## config.mk

```make
export PLATFORM = sky130hd
export DESIGN_NAME = fifo_wr_arbiter
export DESIGN_NICKNAME = d
export VERILOG_FILES = /design/src/rtl/fifo_wr_arbiter.sv
export SDC_FILE = /design/constraint.sdc
export NUM_CORES = 1
export LEC_CHECK = 0
export BUFFER_PORTS_ARGS = -buffer_cell sky130_fd_sc_hd__buf_2
export CAP_MARGIN = 20
export CORE_MARGIN = 1
export CORE_UTILIZATION = 52
export CTS_CLUSTER_SIZE = 20
export DETAILED_ROUTE_END_ITERATION = 7
export PLACE_DENSITY = 0.89
export SLEW_MARGIN = 30
export SYNTH_ARGS = -nofsm -noshare
export SYNTH_HDL_FRONTEND = slang
export SYNTH_SLANG_ARGS = --single-unit
```

## constraint.sdc

```tcl
create_clock -name CLOCK -period 2.4 [get_ports CLOCK]
set_clock_uncertainty 0.1 [all_clocks]
set_input_delay 0.36 -clock CLOCK [delete_from_list [all_inputs] [get_ports CLOCK]]
set_output_delay 0.36 -clock CLOCK [all_outputs]
set_load 0.02 [all_outputs]
```

## src/rtl/fifo_wr_arbiter.sv

```systemverilog
// fifo_wr_arbiter: round-robin sharing of the FIFO write port between producers A and B,
// with a fixed-length FIFO clear sequencer and saturating per-producer word counters.
module fifo_wr_arbiter #(
    parameter int DW         = 8,
    parameter int CLR_CYCLES = 2
) (
    input  logic          CLOCK,
    input  logic          RESET_N,
    input  logic          REQ_A,
    input  logic [DW-1:0] DATA_A,
    output logic          ACK_A,
    input  logic          REQ_B,
    input  logic [DW-1:0] DATA_B,
    output logic          ACK_B,
    input  logic          FLUSH,
    input  logic          F_FULL_N,
    output logic          WRITE,
    output logic [DW-1:0] DATA_IN,
    output logic          CLEAR_N,
    output logic          BUSY,
    output logic [7:0]    CNT_A,
    output logic [7:0]    CNT_B
);

    typedef enum logic [1:0] {ST_IDLE, ST_WR, ST_CLR} state_t;
    typedef enum logic {PROD_A, PROD_B} prod_t;

    localparam logic [3:0] CLR_LOAD = 4'(CLR_CYCLES - 1);

    state_t        state_q, state_d;
    prod_t         last_q, last_d;
    logic [3:0]    clr_cnt_q, clr_cnt_d;
    logic          write_q, write_d;
    logic          ack_a_q, ack_a_d;
    logic          ack_b_q, ack_b_d;
    logic [DW-1:0] data_in_q, data_in_d;
    logic          clear_n_q, clear_n_d;
    logic          busy_q, busy_d;
    logic [7:0]    cnt_a_q, cnt_a_d;
    logic [7:0]    cnt_b_q, cnt_b_d;

    logic idle_ok, gnt_a, gnt_b;

    function automatic logic [7:0] sat_inc(input logic [7:0] v);
        return (v == 8'hFF) ? v : v + 8'd1;
    endfunction

    // FLUSH outranks any grant; the last winner yields on a tie
    assign idle_ok = (state_q == ST_IDLE) && !FLUSH && F_FULL_N;
    assign gnt_a   = idle_ok && REQ_A && (!REQ_B || last_q == PROD_B);
    assign gnt_b   = idle_ok && REQ_B && (!REQ_A || last_q == PROD_A);

    always_ff @(posedge CLOCK or negedge RESET_N) begin
        if (!RESET_N) begin
            state_q   <= ST_IDLE;
            last_q    <= PROD_B;
            clr_cnt_q <= '0;
            write_q   <= 1'b0;
            ack_a_q   <= 1'b0;
            ack_b_q   <= 1'b0;
            data_in_q <= '0;
            clear_n_q <= 1'b1;
            busy_q    <= 1'b0;
            cnt_a_q   <= '0;
            cnt_b_q   <= '0;
        end else begin
            state_q   <= state_d;
            last_q    <= last_d;
            clr_cnt_q <= clr_cnt_d;
            write_q   <= write_d;
            ack_a_q   <= ack_a_d;
            ack_b_q   <= ack_b_d;
            data_in_q <= data_in_d;
            clear_n_q <= clear_n_d;
            busy_q    <= busy_d;
            cnt_a_q   <= cnt_a_d;
            cnt_b_q   <= cnt_b_d;
        end
    end

    always_comb begin
        state_d = state_q;
        unique case (state_q)
            ST_IDLE: begin
                if (FLUSH)               state_d = ST_CLR;
                else if (gnt_a || gnt_b) state_d = ST_WR;
            end
            ST_WR:   state_d = ST_IDLE;
            ST_CLR:  if (clr_cnt_q == '0) state_d = ST_IDLE;
            default: state_d = ST_IDLE;
        endcase
    end

    // Outputs are registered, so each _d value is what the port shows after the edge
    always_comb begin
        last_d    = last_q;
        clr_cnt_d = clr_cnt_q;
        write_d   = 1'b0;
        ack_a_d   = 1'b0;
        ack_b_d   = 1'b0;
        data_in_d = data_in_q;
        clear_n_d = 1'b1;
        busy_d    = 1'b0;
        cnt_a_d   = cnt_a_q;
        cnt_b_d   = cnt_b_q;
        unique case (state_q)
            ST_IDLE: begin
                if (FLUSH) begin
                    clear_n_d = 1'b0;
                    busy_d    = 1'b1;
                    clr_cnt_d = CLR_LOAD;
                    cnt_a_d   = '0;
                    cnt_b_d   = '0;
                end else if (gnt_a) begin
                    write_d   = 1'b1;
                    ack_a_d   = 1'b1;
                    busy_d    = 1'b1;
                    data_in_d = DATA_A;
                    cnt_a_d   = sat_inc(cnt_a_q);
                    last_d    = PROD_A;
                end else if (gnt_b) begin
                    write_d   = 1'b1;
                    ack_b_d   = 1'b1;
                    busy_d    = 1'b1;
                    data_in_d = DATA_B;
                    cnt_b_d   = sat_inc(cnt_b_q);
                    last_d    = PROD_B;
                end
            end
            ST_WR: begin
            end
            ST_CLR: begin
                if (clr_cnt_q != '0) begin
                    clear_n_d = 1'b0;
                    busy_d    = 1'b1;
                    clr_cnt_d = clr_cnt_q - 4'd1;
                end
            end
            default: begin
            end
        endcase
    end

    assign WRITE   = write_q;
    assign ACK_A   = ack_a_q;
    assign ACK_B   = ack_b_q;
    assign DATA_IN = data_in_q;
    assign CLEAR_N = clear_n_q;
    assign BUSY    = busy_q;
    assign CNT_A   = cnt_a_q;
    assign CNT_B   = cnt_b_q;

endmodule

```

==> results of run 1 <==
-- sequential cells by signal, indices dropped and copies added (netlist names) --
signal	cells
clr_cnt_q	4
WRITE	1
CNT_B	8
state_q	2
CLEAR_N	1
ACK_B	1
ACK_A	1
BUSY	1
DATA_IN	8
last_q	1
CNT_A	8
-- area by class of cell --
type	count	area, sq um	share of cell area (%)
clock buffers	7	65.06	2.895
inverters	9	33.78	1.503
multi-input cells	151	899.6	40.03
flip-flops and latches	36	903.4	40.20
well taps	46	57.56	2.561
repair buffers	55	287.8	12.81
-- stage by stage --
step / worst slack (ns) / area, sq um / hold slack, ns
detailed placement: 0.2913 / 2176 / 0.3830
floorplan: 0.5382 / 1863 / -0.03559
finish: 0.3048 / 2247 / -0.01814
global route: 0.1873 / 2247 / 0.04471
CTS: 0.3267 / 2241 / 0.006085
global placement: 0.3887 / 2176 / 0.3784
-- cell usage in the layout (no fill, tap or decap), types with 2 or more instances in the layout --
master | netlist | final
a21oi_1 | 3 | 3
a22oi_1 | 3 | 3
a31oi_1 | 12 | 12
and3_1 | 2 | 2
buf_2 | 2 | 50
buf_4 | 1 | 5
clkbuf_4 | 0 | 5
clkbuf_8 | 0 | 2
clkinv_1 | 2 | 2
dfrtp_1 | 34 | 34
dfstp_2 | 2 | 2
ha_1 | 3 | 3
inv_1 | 7 | 7
mux2i_1 | 2 | 2
nand2_1 | 32 | 32
nand2b_1 | 2 | 2
nand3_1 | 16 | 16
nand4_1 | 3 | 3
nand4b_1 | 2 | 2
nor2_1 | 18 | 18
nor2b_1 | 3 | 3
nor3_1 | 6 | 6
nor4b_1 | 2 | 2
o211ai_1 | 5 | 5
o21a_1 | 2 | 2
o21ai_0 | 6 | 6
o311ai_0 | 5 | 5
or2_0 | 2 | 2
or3_1 | 4 | 4
or4_1 | 5 | 5
xor2_1 | 2 | 2
-- Yosys cell counts (all sizes together) (3+ instances only) --
cell     n  area [sq um]
nand3   17         90.09
dfrtp   34         850.8
buf      3         17.52
nor4b    3         41.29
nand2   32         120.1
o311ai   5         43.79
nor2    18         67.56
a21oi    3         15.01
clkbuf   4         15.01
or4      5         37.54
or3      4         25.02
a22oi    3         22.52
nor3     6         30.03
nand4    3         18.77
o211ai   5         37.54
a31oi   12         75.07
nor2b    3         18.77
ha       3         37.54
inv      7         26.28
o21ai    6         30.03
-- worst paths after layout --
check	depth (start not counted)	startpoint	endpoint	slack (ns)
min reg2reg	1	CNT_A[6]	CNT_A[6]	0.44
max in group asynchronous	1	RESET_N	CNT_A[6]	1.74
min	1	RESET_N	clr_cnt_q[2]	-0.02
max reg2reg	6	state_q[0]	DATA_IN[3]	0.30
min in group CLOCK	2	REQ_A	last_q	0.14
max	6	state_q[0]	DATA_IN[3]	0.30
-- cell families after synthesis --
kind of cell | count (synthesis) | share of synthesized area, %
flip-flops | 36 | 48.49
AND/OR/NAND/NOR | 103 | 28.61
buffers and inverters | 16 | 3.560
XOR/XNOR | 2 | 0.9404
adder cells (fa/ha/maj) | 3 | 2.015
multiplexers | 2 | 1.075
AO/OA/AOI/OAI | 41 | 15.31
-- power breakdown --
part | leakage, nW | switching (W) | internal, W | total [W]
Clock | 0.0374 | 0.000190 | 0.000166 | 0.000356
Combinational | 0.550 | 0.000648 | 0.000406 | 0.00105
Sequential | 0.441 | 0.000223 | 0.000841 | 0.00106
-- routing by layer --
metal  global-route usage, %  vias to the layer above  part of all wire [%]
met5                       0                        -                     0
met4                   8.254                        0                   1.5
met3                   7.660                        8                   6.6
met2                   37.02                       70                    47
met1                   31.37                      845                    45
li1                        -                      859                     -
==> impl_metrics.env, run 1 <==
export IMPL_status="finished, violations left"
export IMPL_violations="negative hold slack"
export IMPL_nets=283
export IMPL_slew_violations=0
export IMPL_worstSetupEndpointType="flip-flop"
export IMPL_path_delay_family="simple AND/OR/NAND/NOR gates"
export IMPL_fin_crit_sh_pct=87.30
export IMPL_synth_distinct_cells=40
export IMPL_synth_ff_type="dfrtp_1"
export IMPL_power_leakage_nw=1.028
export IMPL_arrival_ns=2.25
export IMPL_grt_overflow_total=0
export IMPL_holdWs_ns=-0.01814
export IMPL_grt_usage_pct=23.75
export IMPL_die_area_sq_um=3826
export IMPL_max_slew_margin_rel_pct=49.47
export IMPL_cap_violations=0
export IMPL_cts_buffers=5
export IMPL_critPathSlowestCell="dfrtp_1"
export IMPL_portBuffers=50
export IMPL_drt_pass1_iterations=4
export IMPL_num_vias=1782
export IMPL_fp_row_count=21
export IMPL_grt_pass1_wl_um=6506
export IMPL_tightest_slew_ns=0.7580
export IMPL_die_w_um=61.86
export IMPL_clkSinkCount=36
export IMPL_ys_async_sr_fraction_pct=100.0
export IMPL_hold_buffers=0
export IMPL_drtIter0Drc=108
export IMPL_path_buf_inv=2
export IMPL_fillers=264
export IMPL_syn_inst=203
export IMPL_ios=51
export IMPL_clk_latency_ns=0.34
export IMPL_finalSetupTns_ns=0
export IMPL_placedCellCount=297
export IMPL_gp_congestion=0.8974
export IMPL_crit_required_ns=2.55
export IMPL_ant_nets=0
export IMPL_grt_pass1_vias=1463
export IMPL_synth_area_per_cell_sq_um=9.178
export IMPL_max_freq_ghz=0.4773
export IMPL_vdd_drop_max_mv=0.6258
export IMPL_ys_seq_area_share_pct=48.49
export IMPL_synth_nets=228
export IMPL_max_stage_delay_ns=0.49
export IMPL_totalWireLength_um=4182
export IMPL_grt_antenna_before_repair=0
export IMPL_remaining_drc_errors=0
export IMPL_h_tree_depth=2
export IMPL_synth_edf_count=0
export IMPL_wl_per_cell_um=13.76
export IMPL_cts_repair_resized=0
export IMPL_die_h_um=61.86
export IMPL_final_cells=304
export IMPL_clockBufferDepth=2
export IMPL_rsz0062_at_grt="false"
export IMPL_n_antenna_cell=0
export IMPL_drive_above_1_share_pct=26.36
export IMPL_cts_clk_slew_worst_paths_ns=0.10
export IMPL_start_util_pct=54.96
export IMPL_postCtsSetupBuffers=0
export IMPL_min_path_type="in -> async"
export IMPL_total_power_w=0.002474
export IMPL_worstPathMaxFanout=11
export IMPL_cts_tree="built"
export IMPL_syn_area_sq_um=1863
export IMPL_min_period_ns=2.095
export IMPL_grt_max_degree=37
export IMPL_setup_viol=0
export IMPL_crit_path_start_kind="flip-flop"
export IMPL_vias_per_cell=5.862
export IMPL_fin_util_pct=66.30
export IMPL_crit_type="reg -> reg"
export IMPL_root_buffer="clkbuf_4"
export IMPL_hpwl_um=3000
export IMPL_ys_warnings_count=0
export IMPL_path_cells="nor4b_4 > nand3_2 > clkinv_1 > buf_4 > nand2_1 > a31oi_1"
export IMPL_final_hold_violation_count=34
export IMPL_p_per_area_nw_per_um2=1101
export IMPL_syn_to_final_growth_pct=20.62
export IMPL_core_sq_um=3390
export IMPL_synth_seq_cells=36
(Power assumes the default switching activity.)
==> run 2: changes to the inputs <==
SETUP_SLACK_MARGIN = 0.5   (was default)
==> impl_metrics.env, run 2 (same netlist as run 1, synthesis figures left out) <==
export IMPL_start_util_pct=54.96
export IMPL_nets=292
export IMPL_total_power_w=0.002628
export IMPL_violations="negative hold slack"
export IMPL_ant_nets=0
export IMPL_worstPathMaxFanout=5
export IMPL_status="finished, violations left"
export IMPL_crit_type="reg -> reg"
export IMPL_crit_path_start_kind="flip-flop"
export IMPL_fp_row_count=21
export IMPL_grt_pass1_wl_um=6630
export IMPL_vias_per_cell=5.920
export IMPL_critPathSlowestCell="dfrtp_2"
export IMPL_tightest_slew_ns=0.7590
export IMPL_path_cells="nor4b_4 > nand4_1 > or2_0 > a221o_1"
export IMPL_rsz0062_at_grt="false"
export IMPL_holdWs_ns=-0.02736
export IMPL_clk_latency_ns=0.34
export IMPL_cts_buffers=5
export IMPL_drive_above_1_share_pct=31.46
export IMPL_drt_pass1_iterations=4
export IMPL_grt_max_degree=37
export IMPL_fin_area_sq_um=2371
export IMPL_fillers=251
export IMPL_crit_required_ns=2.53
export IMPL_grt_usage_pct=24.15
export IMPL_drtIter0Drc=151
export IMPL_min_path_type="in -> async"
export IMPL_clockBufferDepth=2
export IMPL_die_w_um=61.86
export IMPL_seqCellArea_sq_um=905.9
export IMPL_finalSetupTns_ns=0
export IMPL_max_slew_margin_rel_pct=49.40
export IMPL_die_h_um=61.86
export IMPL_arrival_ns=2.03
export IMPL_root_buffer="clkbuf_4"
export IMPL_wl_per_cell_um=15.22
export IMPL_fin_crit_sh_pct=78.84
export IMPL_max_stage_delay_ns=0.46
export IMPL_num_vias=1853
export IMPL_portBuffers=50
export IMPL_cts_tree="built"
export IMPL_hpwl_um=3000
export IMPL_p_per_area_nw_per_um2=1108
export IMPL_die_area_sq_um=3826
export IMPL_core_sq_um=3390
export IMPL_gp_congestion=0.8974
export IMPL_vdd_drop_max_mv=0.6432
export IMPL_final_cell_mix="buf_2, dfrtp_1, nand2_1, nor2_1, nand3_1"
export IMPL_final_common_cell="buf_2"
export IMPL_grt_pass1_vias=1482
export IMPL_final_hold_violation_count=34
export IMPL_cts_clk_slew_worst_paths_ns=0.11
export IMPL_power_leakage_nw=1.089
export IMPL_slew_violations=0
export IMPL_setup_viol=0
export IMPL_totalWireLength_um=4764
export IMPL_worstSetupEndpointType="flip-flop"
export IMPL_grt_overflow_total=0
export IMPL_remaining_drc_errors=0
export IMPL_n_antenna_cell=0
export IMPL_min_period_ns=1.892
export IMPL_cap_violations=0
export IMPL_max_freq_ghz=0.5285
export IMPL_grt_antenna_before_repair=0
export IMPL_multi_input_area_sq_um=952.2
export IMPL_crit_start="state_q[1]"
export IMPL_ios=51
export IMPL_post_dp_cell_area_sq_um=2176
export IMPL_clkSinkCount=36
export IMPL_syn_to_final_growth_pct=27.27
export IMPL_r2r_start="state_q[1]"
export IMPL_h_tree_depth=2
[run 2: changes by cell type in the layout (fill, tap and decap cells not counted), moves of 2 or more]
cell,delta
dfrtp_1,-2
dfrtp_2,+2
nand3_1,-2
nand3_2,+2
buf_4,+7
[run 2: worst max-delay path, delay by kind of cell (launching register included)]
family          cells  cell delay, ns
simple gates        3            0.92
compound gates      1            0.30
flops               1            0.46
[run 2: final cells by class]
class                      instances  share of cell area, %
multi-input combinational        152                  40.16
sequential                        36                  38.21
timing repair buffer              63                  14.83
clock buffer                       7                  2.744
tap                               46                  2.427
inverter                           9                  1.636
[run 2: path summary, 6_finish.rpt]
check / to / slack (ns) / depth (start not counted)
setup / recovery: CNT_B[4] / 0.51 / 4
hold / removal: clr_cnt_q[3] / -0.03 / 1
setup reg to reg: CNT_B[4] / 0.51 / 4
hold reg to reg: CNT_A[6] / 0.44 / 1
max in group asynchronous: state_q[0] / 1.70 / 1
min in group CLOCK: DATA_IN[2] / 0.16 / 3
[run 2: layer usage]
layer  wire length, um  share of wire [%]  up-vias  track usage [%]
li1                  -                  -      876                -
met1              2107                 44      892            32.31
met2              2311                 49       78            37.33
met3               274                5.8        7            7.660
met4                71                1.5        0            8.254
met5                 0                  0        -                0
[run 2: through the flow]
stage,std cells,setup WS (ns),utilization (%)
after floorplan,203,0.5382,-
final,313,0.5078,69.95
after global placement,297,0.3887,64.19
after detailed placement,297,0.2913,64.19
after global routing,313,0.4480,69.95
after CTS,305,0.4557,66.70
[run 2: power by group]
part / internal (W) / switching, W
combinational: 0.000476 / 0.000719
sequential: 0.000843 / 0.000227
clock: 0.000166 / 0.000197
[run 2: repair_timing]
action / CTS / global route
resized for setup: 3 / 12
pin swaps: 1 / 6
setup endpoints to repair: 19 / 25
gates cloned: 0 / 1
hold buffers: 0 / 0
setup buffers: 1 / 7
==> run 3: changes to the inputs <==
ABC_AREA = 1   (was default)
clock period = 1.9 ns   (was 2.4 ns; I/O delays follow)
==> impl_metrics.env, run 3 <==
export IMPL_status="finished clean"
export IMPL_cts_buffers=5
export IMPL_h_tree_depth=2
export IMPL_worstPathMaxFanout=7
export IMPL_nets=358
export IMPL_arrival_ns=1.63
export IMPL_ys_warnings_count=0
export IMPL_tightest_slew_ns=0.3142
export IMPL_worstSetupEndpointType="flip-flop"
export IMPL_vias_per_cell=5.531
export IMPL_post_dp_cell_area_sq_um=2318
export IMPL_start_util_pct=53.93
export IMPL_die_w_um=63.62
export IMPL_synth_common_cells="nand2_1, dfrtp_1, nand3_1"
export IMPL_die_h_um=63.62
export IMPL_ant_nets=0
export IMPL_grt_usage_pct=28.65
export IMPL_cap_violations=0
export IMPL_clk_latency_ns=0.30
export IMPL_fin_crit_sh_pct=82.28
export IMPL_hpwl_um=3121
export IMPL_slew_violations=0
export IMPL_drtIter0Drc=149
export IMPL_finalSetupTns_ns=0
export IMPL_syn_inst=242
export IMPL_synth_area_per_cell_sq_um=8.159
export IMPL_crit_type="reg -> reg"
export IMPL_synth_edf_count=0
export IMPL_synth_ff_type="dfrtp_1"
export IMPL_min_period_ns=1.563
export IMPL_crit_required_ns=1.96
export IMPL_clockBufferDepth=2
export IMPL_totalWireLength_um=6110
export IMPL_final_cell_mix="nand2_1, buf_2, dfrtp_1, buf_4"
export IMPL_p_per_area_nw_per_um2=1158
export IMPL_synth_distinct_cells=29
export IMPL_final_hold_violation_count=0
export IMPL_fp_row_count=22
export IMPL_crit_path_start_kind="flip-flop"
export IMPL_yosys_area_top_type_share_pct=43.09
export IMPL_synth_seq_cells=36
export IMPL_cts_tree="built"
export IMPL_seqCellArea_sq_um=910.9
export IMPL_power_leakage_nw=1.416
export IMPL_ys_async_sr_fraction_pct=100.0
export IMPL_synth_nets=267
export IMPL_clkSinkCount=36
export IMPL_max_freq_ghz=0.6397
export IMPL_drt_pass1_iterations=4
export IMPL_num_vias=2113
export IMPL_ios=51
export IMPL_grt_max_degree=14
export IMPL_final_common_cell="nand2_1"
export IMPL_max_slew_margin_rel_pct=78.98
export IMPL_setup_viol=0
export IMPL_root_buffer="clkbuf_8"
export IMPL_grt_pass1_vias=1866
export IMPL_synth_area_leaders="dfrtp_1, nand2_1, nand3_1, o21ai_2, nor2_1"
export IMPL_drive_above_1_share_pct=47.31
export IMPL_synth_largest_area_cell="dfrtp_1"
export IMPL_synthMostInstantiatedCell="nand2_1"
export IMPL_n_antenna_cell=0
export IMPL_portBuffers=50
export IMPL_grt_antenna_before_repair=0
export IMPL_grt_pass1_wl_um=8838
export IMPL_vdd_drop_max_mv=0.9499
export IMPL_min_path_type="in -> reg"
export IMPL_gp_congestion=0.8381
export IMPL_grt_overflow_total=0
export IMPL_fin_area_sq_um=2824
export IMPL_core_sq_um=3661
export IMPL_ys_seq_area_share_pct=45.75
export IMPL_rsz0062_at_grt="true"
export IMPL_fillers=231
export IMPL_multi_input_area_sq_um=1087
export IMPL_die_area_sq_um=4048
export IMPL_syn_to_final_growth_pct=43.03
export IMPL_wl_per_cell_um=15.99
export IMPL_cts_clk_slew_worst_paths_ns=0.08
export IMPL_remaining_drc_errors=0
export IMPL_syn_area_sq_um=1974
==> run 3: cell count changes after synthesis, moves of 5 or more <==
| cell | previous run | this run |
|---|---|---|
| o211ai_1 | 5 | 0 |
| nand3_1 | 16 | 26 |
| o21ai_2 | 0 | 11 |
| o311ai_0 | 5 | 0 |
| nand2_1 | 32 | 69 |
| or4_1 | 5 | 0 |
| inv_1 | 7 | 21 |
| a21oi_1 | 3 | 13 |
| a31oi_1 | 12 | 0 |
==> run 3: power by group <==
| part | internal [W] | total [W] | switching (W) |
|---|---|---|---|
| clock | 0.000257 | 0.000529 | 0.000271 |
| sequential | 0.000996 | 0.00116 | 0.000167 |
| combinational | 0.000643 | 0.00158 | 0.000936 |
| total | 0.00190 | 0.00327 | 0.00137 |
==> run 3: logic make-up after synthesis <==
kind of cell | Yosys count | share of synthesized area (%)
adders and majority gates | 3 | 1.901
and+or+nand+nor | 133 | 30.86
buffers and inverters | 29 | 7.161
AOI/OAI and AO/OA | 39 | 13.44
DFF | 36 | 45.75
xor gates and xnor gates | 2 | 0.8874
==> run 3: per-layer routing <==
layer / share of wire [%] / vias up / global-route usage [%] / routed length [um]
li1: - / 966 / - / -
met3: 7.6 / 22 / 7.246 / 462
met4: 3.1 / 0 / 9.943 / 189
met5: 0 / - / 0 / 0
met2: 50 / 125 / 47.74 / 3047
met1: 39 / 1000 / 35.79 / 2411
==> run 3: critical path: stages, from the launching register on <==
cell and delay [ns]:
dfrtp_1 0.41, nor2_4 0.16, nand3_4 0.17, nor2_8 0.22, nand2_1 0.15, nand3_1 0.11, o21ai_0 0.12
==> run 3: timing repair <==
item                       CTS  global route
hold buffers                 1             0
gates resized for setup     15            39
setup endpoints to repair   27            36
cloned                       3             1
pin swaps                   10             8
hold endpoints to repair     9             0
setup buffers               18            12
==> run 3: worst paths after layout <==
kind | startpoint | end | slack (ns) | cells after the start
min in group asynchronous | RESET_N | CNT_B[1] | 0.30 | 2
worst max-delay path | state_q[1] | CNT_A[3] | 0.34 | 6
max in group asynchronous | RESET_N | CLEAR_N | 0.84 | 3
worst min register to register | clr_cnt_q[3] | clr_cnt_q[3] | 0.36 | 1
worst min-delay path | DATA_B[6] | DATA_IN[6] | 0.16 | 3
worst max register to register | state_q[1] | CNT_A[3] | 0.34 | 6
==> run 3: cell type report <==
class                   instances  share of cell area [%]
clock buffers                   7                   2.703
clock inverters                 1                  0.1772
inverters                      24                   3.545
multi-input cells             180                   38.50
flip-flops and latches         36                   32.26
well taps                      48                   2.127
repair buffers                 86                   20.69
==> run 3: metrics by stage <==
| step | util [%] | cells | hold slack [ns] | worst slack, ns | power (W) |
|---|---|---|---|---|---|
| final | 77.14 | 382 | 0.1625 | 0.3367 | 0.003271 |
| after global routing | 77.14 | 382 | 0.1733 | 0.2959 | 0.003434 |
| after CTS | 71.29 | 369 | 0.1466 | 0.4240 | 0.002885 |
| after detailed placement | 63.33 | 339 | 0.08268 | 0.2205 | 0.002247 |
| after global placement | 63.33 | 339 | 0.07923 | 0.2697 | 0.002209 |
| after floorplan | - | 242 | -0.1106 | 0.4215 | 0.001927 |
